File: config.mk
export PLATFORM = sky130hd
export DESIGN_NAME = alu4_chain_seq
export DESIGN_NICKNAME = d
export VERILOG_FILES = /design/src/rtl/alu4_chain_seq.sv
export SDC_FILE = /design/constraint.sdc
export NUM_CORES = 1
export LEC_CHECK = 0
export CAP_MARGIN = 5
export CORE_MARGIN = 8
export CORE_UTILIZATION = 47
export CTS_CLUSTER_SIZE = 28
export DETAILED_ROUTE_END_ITERATION = 6
export GPL_TIMING_DRIVEN = 0
export PLACE_DENSITY = 0.8
export SETUP_SLACK_MARGIN = 0.4
export SYNTH_ARGS = -nofsm -noshare
export SYNTH_HDL_FRONTEND = slang
export SYNTH_SLANG_ARGS = --single-unit
File: constraint.sdc
create_clock -name clk -period 2.8 [get_ports clk]
set_input_delay 0.42 -clock clk [delete_from_list [all_inputs] [get_ports clk]]
set_output_delay 0.42 -clock clk [all_outputs]
set_load 0.02 [all_outputs]
File: src/rtl/alu4_chain_seq.sv
// Nibble-serial sequencer for a 4-bit ALU: splits a WIDTH-bit operation into NIB passes, chaining carries LSB first.
// Optional signed-overflow output res_ovf is built in when ALU4_CHAIN_SEQ_OVF_EN is defined.
module alu4_chain_seq #(
    parameter int WIDTH = 16
) (
    input  logic             clk,
    input  logic             rst,
    input  logic             req_valid,
    output logic             req_ready,
    input  logic [2:0]       req_op,
    input  logic             req_cin,
    input  logic [WIDTH-1:0] req_a,
    input  logic [WIDTH-1:0] req_b,
    output logic             alu_s2,
    output logic             alu_s1,
    output logic             alu_s0,
    output logic             alu_cin,
    output logic [3:0]       alu_a,
    output logic [3:0]       alu_b,
    input  logic [3:0]       alu_g,
    input  logic             alu_cout,
    output logic             res_valid,
    input  logic             res_ready,
    output logic [WIDTH-1:0] res_g,
    output logic             res_cout,
`ifdef ALU4_CHAIN_SEQ_OVF_EN
    output logic             res_ovf,
`endif
    output logic             res_zero
);

    localparam int NIB = WIDTH / 4;
    localparam int KW  = (NIB > 1) ? $clog2(NIB) : 1;

    typedef enum logic [1:0] {IDLE, RUN, DONE} state_t;

    state_t           state, state_next;
    logic [KW-1:0]    k;
    logic [2:0]       op_reg;
    logic [WIDTH-1:0] a_reg, b_reg;
    logic             carry_reg;
    logic [WIDTH-1:0] g_next;
    logic             last_nib;
    logic             accept;

    assign last_nib = (k == KW'(NIB - 1));
    assign accept   = (state == IDLE) && req_valid;

    always_ff @(posedge clk) begin
        if (rst)
            state <= IDLE;
        else
            state <= state_next;
    end

    // The ALU is only driven while RUN; carry_reg holds req_cin for nibble 0 and the chained carry afterwards.
    always_comb begin
        state_next = state;
        req_ready  = 1'b0;
        res_valid  = 1'b0;
        alu_s2     = 1'b0;
        alu_s1     = 1'b0;
        alu_s0     = 1'b0;
        alu_cin    = 1'b0;
        alu_a      = 4'h0;
        alu_b      = 4'h0;
        g_next     = res_g;
        case (state)
            IDLE: begin
                req_ready = 1'b1;
                if (req_valid)
                    state_next = RUN;
            end
            RUN: begin
                {alu_s2, alu_s1, alu_s0} = op_reg;
                alu_a   = a_reg[{k, 2'b00} +: 4];
                alu_b   = b_reg[{k, 2'b00} +: 4];
                alu_cin = ~op_reg[2] & carry_reg;
                g_next[{k, 2'b00} +: 4] = alu_g;
                if (last_nib)
                    state_next = DONE;
            end
            DONE: begin
                res_valid = 1'b1;
                if (res_ready)
                    state_next = IDLE;
            end
            default: state_next = IDLE;
        endcase
    end

`ifdef ALU4_CHAIN_SEQ_OVF_EN
    logic y_msb;

    // MSB of the operand the ALU actually adds to A, chosen by {S1,S0}.
    always_comb begin
        y_msb = 1'b0;
        case (op_reg[1:0])
            2'b00: y_msb = 1'b0;
            2'b01: y_msb = b_reg[WIDTH-1];
            2'b10: y_msb = ~b_reg[WIDTH-1];
            2'b11: y_msb = 1'b1;
            default: y_msb = 1'b0;
        endcase
    end
`endif

    always_ff @(posedge clk) begin
        if (rst) begin
            k         <= '0;
            op_reg    <= '0;
            a_reg     <= '0;
            b_reg     <= '0;
            carry_reg <= 1'b0;
            res_g     <= '0;
            res_cout  <= 1'b0;
            res_zero  <= 1'b0;
`ifdef ALU4_CHAIN_SEQ_OVF_EN
            res_ovf   <= 1'b0;
`endif
        end else begin
            if (accept) begin
                op_reg    <= req_op;
                a_reg     <= req_a;
                b_reg     <= req_b;
                carry_reg <= req_cin;
                k         <= '0;
            end
            if (state == RUN) begin
                res_g     <= g_next;
                carry_reg <= alu_cout;
                k         <= last_nib ? '0 : k + 1'b1;
                // Flags latch on the final nibble so they only change together with res_g.
                if (last_nib) begin
                    res_cout <= ~op_reg[2] & alu_cout;
                    res_zero <= (g_next == '0);
`ifdef ALU4_CHAIN_SEQ_OVF_EN
                    res_ovf  <= ~op_reg[2] & (alu_cout ^ (a_reg[WIDTH-1] ^ y_msb ^ alu_g[3]));
`endif
                end
            end
        end
    end

endmodule

==> flow_summary.toml <==
[clocking]
clk_pin_slew_ns = 0.07
cts_resized = 18
htree_levels = 3
post_cts.repair.setup_buffers = 0
cts_buffers = 9
cts_root_buf = "clkbuf_8"
clock_latency_ns = 0.34
cts_num_sinks = 58
cts_hold_buf = 0
cts_tree = "done"
cts_max_path_buffers = 2

[pwr]
power.leakage_nw = 1.40
power.density_nw_per_um2 = 542
ir_drop_mv = 0.321

[finish]
final_util = 0.667
multi_input_area_um2 = 1330
final_cells = 465
final-seq-area_um2 = 1160
diodes = 0
drive_gt1_frac = 0.127
layout_commonest_cell = "nand2_1"
n_fill_cell = 486
mostFrequentLayoutCells = "75 x nand2_1, 63 x clkdlybuf4s50_1, 57 x dfxtp_1"
syn_to_final_growth_pct = 39.5
layout.nets = 439

[global_routing]
grt_max_degree = 11
grt_remaining_overflow = 0
antenna_found_initial = 0
first_global_vias = 2563
grt_pass1_wl_um = 12000
grtUsageTotal = 0.182

[yosys]
syn_nets = 353
ys_ff_latch = 58
synth.area.top_cells = "dfxtp_1 45%, nand2_1 11%, a21oi_1 8.1%"
yosysSeqAreaShare = 0.447
ys_types = 40
yosys_warnings = 0
synth_ff_type = "dfxtp_1"
synth_edf_count = 0
synth_area_per_cell_um2 = 8.61
synth-async-reset-ratio = 0
syn-cell-area_um2 = 2600
synth_cells = 302
synth_top_area_share = 0.447
synth_top_area_cell = "dfxtp_1"

[timing]
skew_ns = 0.00670
setup_viol = 0
rsz0062_at_grt = "no"
period_needed_ns = 2.26
fin_tns_setup_ns = 0
slew_headroom = 0.643
finalCritPeriodShare = 0.808
slew_viol_final = 0
tightest_slew_ns = 0.535
hold_violations = 0
clock.fmax_mhz = 442

[setup_path]
r2r_start = "k[0]"
end_kind = "output pin"
worst_ep_required_time_ns = 2.38
path_max_fanout = 10
cp-startpoint = "state[0]"
cp.arrival_ns = 1.84
critPathLaunchType = "register"
crit_type = "reg -> out"

[detailed_routing]
dr_total_vias = 2473
wl_per_cell_um = 15.4
drc = 0
vias_per_cell = 5.32
drtPass1Iterations = 4
antenna_left = 0
routed_wl_um = 7160
drt_iter0_markers = 120

[worst_hold_path]
min_path_type = "reg -> reg"
min-delay-start = "a_reg[8]"

[flow_run]
max_cap_violations = 0

[placement]
dp.cells = 449
place_congestion = 0.837
io_buffers = 75
hpwl_um = 5320

[floorplan]
core_um2 = 5440
die_w_um = 90.4
initial_core_util = 0.478
die-area_um2 = 8170
ioPinCount = 77
chipHeight_um = 90.4
num_rows = 27

[outcome]
status = "finished clean"
logic make-up after synthesis:
logic type,count (synthesis),share of synthesized area
buffers and inverters,24,0.0423
adders and majority gates,6,0.0289
and+or+nand+nor,137,0.249
DFF,58,0.447
AOI/OAI and AO/OA,68,0.158
muxes,9,0.0746
routing by layer:
| layer | part of all wire | vias to the layer above | GRT usage |
|---|---|---|---|
| met5 | 0 | - | 0 |
| met3 | 0.061 | 11 | 0.0732 |
| met2 | 0.49 | 76 | 0.296 |
| li1 | - | 1227 | - |
| met4 | 0.016 | 0 | 0.0832 |
| met1 | 0.43 | 1159 | 0.204 |
worst paths after layout:
| check | slack [ns] | cells past startpoint | endpoint |
|---|---|---|---|
| max | 0.54 | 6 | alu_a[3] |
| min | 0.45 | 2 | a_reg[8] |
| max reg2reg | 0.69 | 7 | res_zero |
| min reg2reg | 0.45 | 2 | a_reg[8] |
stage by stage:
step | hold WS (ns) | setup slack (ns) | total power [W] | cell area, µm²
global route | 0.469 | 0.430 | 0.00205 | 3630
detailed placement | 0.444 | 0.243 | 0.00119 | 3440
finish | 0.451 | 0.538 | 0.00197 | 3630
floorplan | 0.432 | 0.699 | 0.00106 | 2600
global placement | 0.438 | 0.273 | 0.00119 | 3440
CTS | 0.453 | 0.412 | 0.00198 | 3650
area by class of cell:
class                      instances  share of cell area
clock buffer                      11              0.0417
inverter                           4             0.00414
multi-input combinational        220               0.366
sequential                        58               0.321
tap                               72              0.0248
buffer                            20              0.0314
clock inverter                     5              0.0145
timing repair buffer              75               0.196
critical path: stages (launching register included):
cell and delay, ns:
dfxtp_1 0.30, buf_2 0.19, nor2b_1 0.16, clkbuf_4 0.20, clkbuf_4 0.21, and2_1 0.14, clkdlybuf4s15_1 0.30
cells in the mapped netlist (all sizes together), types with 2 or more instances:
cell type,number
nand4,2
and2,13
a21oi,42
ha,6
nand3,4
nor2b,2
nor2,21
clkbuf,9
nand2b,3
o31ai,2
dfxtp,58
nand3b,6
mux4,8
inv,4
nor3,3
a22oi,16
buf,11
nand2,75
report_power, final:
part / internal (W) / leakage [nW] / switching, W
Sequential: 0.000864 / 0.474 / 0.0000224
Clock: 0.000454 / 0.105 / 0.000339
Combinational: 0.000141 / 0.817 / 0.000147
Power figures use the tool's default switching activity.
